## config.mk

```make
export PLATFORM = sky130hd
export DESIGN_NAME = fx_mul_pipe
export DESIGN_NICKNAME = d
export VERILOG_FILES = /design/src/rtl/fx_pkg.sv /design/src/rtl/fx_mul_lane.sv /design/src/rtl/fx_mul_pipe.sv
export SDC_FILE = /design/constraint.sdc
export NUM_CORES = 1
export LEC_CHECK = 0
export CORE_ASPECT_RATIO = 0.7
export CORE_MARGIN = 5
export CORE_UTILIZATION = 55
export CTS_BUF_LIST = sky130_fd_sc_hd__clkbuf_4 sky130_fd_sc_hd__clkbuf_8
export DETAILED_ROUTE_END_ITERATION = 16
export GPL_ROUTABILITY_DRIVEN = 0
export PLACE_DENSITY = 0.77
export SYNTH_ARGS = -nofsm -noshare
export SYNTH_HDL_FRONTEND = slang
export SYNTH_SLANG_ARGS = --single-unit
```

## constraint.sdc

```tcl
create_clock -name clk -period 7.2 [get_ports clk]
set_input_delay 1.08 -clock clk [delete_from_list [all_inputs] [get_ports clk]]
set_output_delay 1.08 -clock clk [all_outputs]
set_load 0.01 [all_outputs]
```

## src/rtl/fx_pkg.sv

```systemverilog
// Shared types and default widths for the fixed-point multiplier datapath.
package fx_pkg;
  typedef enum logic {RND_TRUNC = 1'b0, RND_HALF_UP = 1'b1} round_mode_e;

  localparam int FX_IN_W  = 16;
  localparam int FX_FRAC  = 8;
  localparam int FX_OUT_W = 24;
endpackage

```

## src/rtl/fx_mul_lane.sv

```systemverilog
// One lane: signed multiply, optional half-up round, arithmetic shift, range check.
// FX_MUL_SAT_EN clamps out-of-range results instead of wrapping.
module fx_mul_lane import fx_pkg::*; #(
  parameter int IN_W  = FX_IN_W,
  parameter int FRAC  = FX_FRAC,
  parameter int OUT_W = FX_OUT_W
) (
  input  logic signed [IN_W-1:0]  a,
  input  logic signed [IN_W-1:0]  b,
  input  round_mode_e             mode,
  output logic        [OUT_W-1:0] p,
  output logic                    ovf
);
  localparam int PW = 2*IN_W;
  localparam int QW = PW + 1;

  logic signed [PW-1:0]    full;
  logic signed [QW-1:0]    rterm, rnd, q;
  logic        [QW-OUT_W:0] hi;

  assign full = a * b;

  generate
    if (FRAC == 0) begin : g_nornd
      assign rterm = '0;
    end else begin : g_rnd
      assign rterm = (mode == RND_HALF_UP) ? ({{(QW-1){1'b0}}, 1'b1} << (FRAC-1)) : '0;
    end
  endgenerate

  // One guard bit keeps the rounding add from overflowing.
  assign rnd = {full[PW-1], full} + rterm;
  assign q   = rnd >>> FRAC;

  // Representable only if every bit from the output sign bit up is a copy of it.
  assign hi  = q[QW-1:OUT_W-1];
  assign ovf = ~(&hi | ~|hi);

`ifdef FX_MUL_SAT_EN
  assign p = !ovf      ? q[OUT_W-1:0] :
             q[QW-1]   ? {1'b1, {(OUT_W-1){1'b0}}} :
                         {1'b0, {(OUT_W-1){1'b1}}};
`else
  assign p = q[OUT_W-1:0];
`endif
endmodule

```

## src/rtl/fx_mul_pipe.sv

```systemverilog
// Multi-lane signed fixed-point multiplier, 2 register stages with valid/ready backpressure.
// Build with FX_MUL_SAT_EN to saturate overflowing lanes instead of wrapping.
module fx_mul_pipe import fx_pkg::*; #(
  parameter int IN_W  = FX_IN_W,
  parameter int FRAC  = FX_FRAC,
  parameter int OUT_W = FX_OUT_W,
  parameter int LANES = 1
) (
  input  logic                   clk,
  input  logic                   rst,
  input  logic                   in_valid,
  output logic                   in_ready,
  input  logic [LANES*IN_W-1:0]  in_a,
  input  logic [LANES*IN_W-1:0]  in_b,
  input  logic                   in_round,
  output logic                   out_valid,
  input  logic                   out_ready,
  output logic [LANES*OUT_W-1:0] out_p,
  output logic [LANES-1:0]       out_ovf
);
  localparam int STAGES = 2;

  generate
    if (OUT_W > 2*IN_W+1-FRAC) begin : g_bad_outw
      $error("fx_mul_pipe: OUT_W exceeds 2*IN_W+1-FRAC");
    end
    if (FRAC >= 2*IN_W) begin : g_bad_frac
      $error("fx_mul_pipe: FRAC must be below 2*IN_W");
    end
    if (LANES < 1) begin : g_bad_lanes
      $error("fx_mul_pipe: LANES must be at least 1");
    end
  endgenerate

  logic                        adv, acc;
  logic [STAGES:1]             vld_pipe;
  logic [LANES-1:0][IN_W-1:0]  a_in, b_in, a_q, b_q;
  round_mode_e                 mode_q;
  logic [LANES-1:0][OUT_W-1:0] p_d, p_q;
  logic [LANES-1:0]            ovf_d, ovf_q;

  assign a_in      = in_a;
  assign b_in      = in_b;
  assign out_valid = vld_pipe[STAGES];
  assign adv       = out_ready | ~out_valid;
  assign in_ready  = adv;
  assign acc       = in_valid & adv;

  // Whole pipe freezes on a stall; bubbles travel with it.
  always_ff @(posedge clk or posedge rst) begin
    if (rst) vld_pipe <= '0;
    else if (adv) vld_pipe <= {vld_pipe[STAGES-1:1], acc};
  end

  always_ff @(posedge clk or posedge rst) begin
    if (rst) begin
      a_q    <= '0;
      b_q    <= '0;
      mode_q <= RND_TRUNC;
    end else if (adv && acc) begin
      a_q    <= a_in;
      b_q    <= b_in;
      mode_q <= round_mode_e'(in_round);
    end
  end

  for (genvar i = 0; i < LANES; i++) begin : g_lane
    fx_mul_lane #(.IN_W(IN_W), .FRAC(FRAC), .OUT_W(OUT_W)) u_lane (
      .a    (a_q[i]),
      .b    (b_q[i]),
      .mode (mode_q),
      .p    (p_d[i]),
      .ovf  (ovf_d[i])
    );
  end

  always_ff @(posedge clk or posedge rst) begin
    if (rst) begin
      p_q   <= '0;
      ovf_q <= '0;
    end else if (adv && vld_pipe[1]) begin
      p_q   <= p_d;
      ovf_q <= ovf_d;
    end
  end

  assign out_p   = p_q;
  assign out_ovf = ovf_q;
endmodule

```

==> impl_metrics.env <==
export IMPL_cts_buffers=9
export IMPL_first_pass_iters=6
export IMPL_antenna_cells=0
export IMPL_vias_per_cell=5.49
export IMPL_portBuffers=63
export IMPL_crit_path_top_delay_cell="fa_1"
export IMPL_fin_crit_sh_pct=96.6
export IMPL_ctsLongestPathBuffers=2
export IMPL_cpLargestDelayFamily="adder cells"
export IMPL_synth_ff_type="dfrtp_1"
export IMPL_drc=0
export IMPL_pin_count=64
export IMPL_final_nets=1862
export IMPL_finalHoldViolCount=0
export IMPL_syn_num_nets=1759
export IMPL_drt_initial_drc_count=753
export IMPL_grt_antenna_before_repair=0
export IMPL_top_usage_layer="met2"
export IMPL_drive_above_1_share_pct=14.2
export IMPL_max_freq_ghz=0.144
export IMPL_die_area_sq_um=26600
export IMPL_syn_avg_cell_area_sq_um=9.33
export IMPL_finalMaxSlewViolations=0
export IMPL_cts_sinks=60
export IMPL_first_global_vias=10700
export IMPL_rows=46
export IMPL_crit_fanout=12
export IMPL_track_usage_pct=25.6
export IMPL_utilization_pct=64.6
export IMPL_grtUsageMet2_pct=41.0
export IMPL_fill_cells=1821
export IMPL_outcome="complete, no violations"
export IMPL_async_flop_share_pct=100
export IMPL_whs_ns=0.481
export IMPL_cts_tree="yes"
export IMPL_cap_violations=0
export IMPL_die_y_microns=138
export IMPL_synth_edff_count=0
export IMPL_max_slew_margin_rel_pct=29.3
export IMPL_slowest_delay_ns=0.54
export IMPL_min_path_type="flop to flop"
export IMPL_critical_path_arrival_ns=7.24
export IMPL_h_tree_depth=3
export IMPL_grt_max_degree=61
export IMPL_cpMostUsedCell="fa_1"
export IMPL_detail_route_wl_per_cell_microns=18.2
export IMPL_end_kind="flop"
export IMPL_startpoint_type="flop"
export IMPL_synth_cell_types=70
export IMPL_grt_pass1_wl_microns=54400
export IMPL_yosysSeqAreaShare_pct=11.7
export IMPL_postRouteAntennaNets=0
export IMPL_fp_dieW_microns=193
export IMPL_yosys_warnings=0
export IMPL_finClkSkew_ns=0.0219
export IMPL_ys_ff_latch=60
export IMPL_coreArea_sq_um=22800
export IMPL_synth_area_sq_um=12900
export IMPL_insertion_delay_ns=0.39
export IMPL_grtUsageMet1_pct=36.2
export IMPL_use_met3_pct=4.63
export IMPL_area_delta_synth_final_pct=14.5
export IMPL_cts_root_buf="clkbuf_8"
export IMPL_post_route_min_period_ns=6.95
export IMPL_cp_required_ns=7.49
export IMPL_routed_wl_microns=32800
export IMPL_dpl_hpwl_microns=26600
export IMPL_tightest_slew_ns=1.06
export IMPL_criticalPathCategory="flop to flop"
export IMPL_vias=9895
export IMPL_start_util_pct=56.4
export IMPL_grt_ovfl_total=0
export IMPL_setup_viol=0
export IMPL_syn_inst=1381
export IMPL_worst_path_buf_inv=8
export IMPL_clkSlewWorstSetupHoldPaths_ns=0.09
==> worst min-delay path: stages, from the launching register on <==
cell and delay [ns]:
dfrtp_1 0.35, nand2_1 0.05, o31ai_1 0.05
==> flip-flops by register name, summed over array words and instances (netlist names) <==
register,flops
out_p,24
a_q,16
b_q,16
vld_pipe,2
mode_q,1
out_ovf,1
==> final cells by class <==
class                           instances  area (sq um)  share of cell area [%]
Timing Repair Buffer                  149          1330                    8.98
Sequential cell                        60          1550                    10.5
Tap cell                              312           390                    2.64
Multi-Input combinational cell        967         10200                    68.9
Clock inverter                          5          58.8                   0.398
Inverter                              297          1110                    7.55
Clock buffer                           11           151                    1.03
==> cells in the mapped netlist (all sizes together) (11+ instances only) <==
library cell  count  share of area, %
a21oi            30               1.2
and2            124               6.0
clkbuf           51               1.5
dfrtp            60                12
fa              261                41
ha               80               7.8
inv             297               8.7
mux2             34               3.0
nand2           164               4.8
nand3            16              0.70
nand4            11              0.58
nor2             33              0.96
nor3             11              0.43
o21ai            38               1.6
xnor2            28               1.9
xor2             17               1.2
==> worst paths after layout <==
path                       slack (ns)       from         to  depth (start not counted)
min in group asynchronous        1.27        rst  out_p[13]                          3
max                              0.25     a_q[6]  out_p[22]                         25
max in group asynchronous        5.32        rst     b_q[8]                          3
min reg2reg                      0.48  out_p[23]  out_p[23]                          2
max reg2reg                      0.25     a_q[6]  out_p[22]                         25
min                              0.48  out_p[23]  out_p[23]                          2
==> per-layer routing <==
layer,up-vias,wire length [microns]
met2,346,15400
met1,5055,14100
li1,4447,-
met5,-,0
met4,0,782
met3,47,2560
==> metrics by stage <==
step	cell area (sq um)	setup TNS, ns	setup WS (ns)	std cells
after CTS	14300	0	0.00677	1772
after detailed placement	14100	-0.0294	-0.0294	1756
final	14800	0	0.247	1801
after global placement	14100	0	0.115	1756
after floorplan	12900	0	0.368	1381
after global routing	14800	-0.0195	-0.0195	1801
==> cell usage in the layout (no fill, tap or decap), drive strengths merged, types with 33 or more instances in the layout <==
| cell | count |
|---|---|
| fa | 261 |
| mux2 | 34 |
| dfrtp | 60 |
| o21ai | 38 |
| nor2 | 33 |
| buf | 85 |
| inv | 298 |
| and2 | 124 |
| ha | 80 |
| nand2 | 164 |
| clkdlybuf4s50 | 63 |
==> logic make-up after synthesis <==
family                     after synthesis  synth area share [%]
xor gates and xnor gates                45                  3.06
AOI/OAI and AO/OA                      132                  6.79
muxes                                   36                  3.13
buffers and inverters                  354                  10.4
and+or+nand+nor                        413                  16.7
adders and majority gates              341                  48.3
DFF                                     60                  11.7
==> timing repair <==
item	CTS	global route
buffers inserted	0	29
hold buffers	0	0
gates resized for setup	7	54
pin swaps	0	5
endpoints found under the setup margin	4	12
Power is not shown: default switching activity piles up to over one toggle a cycle in this logic, so the estimate is an artifact.
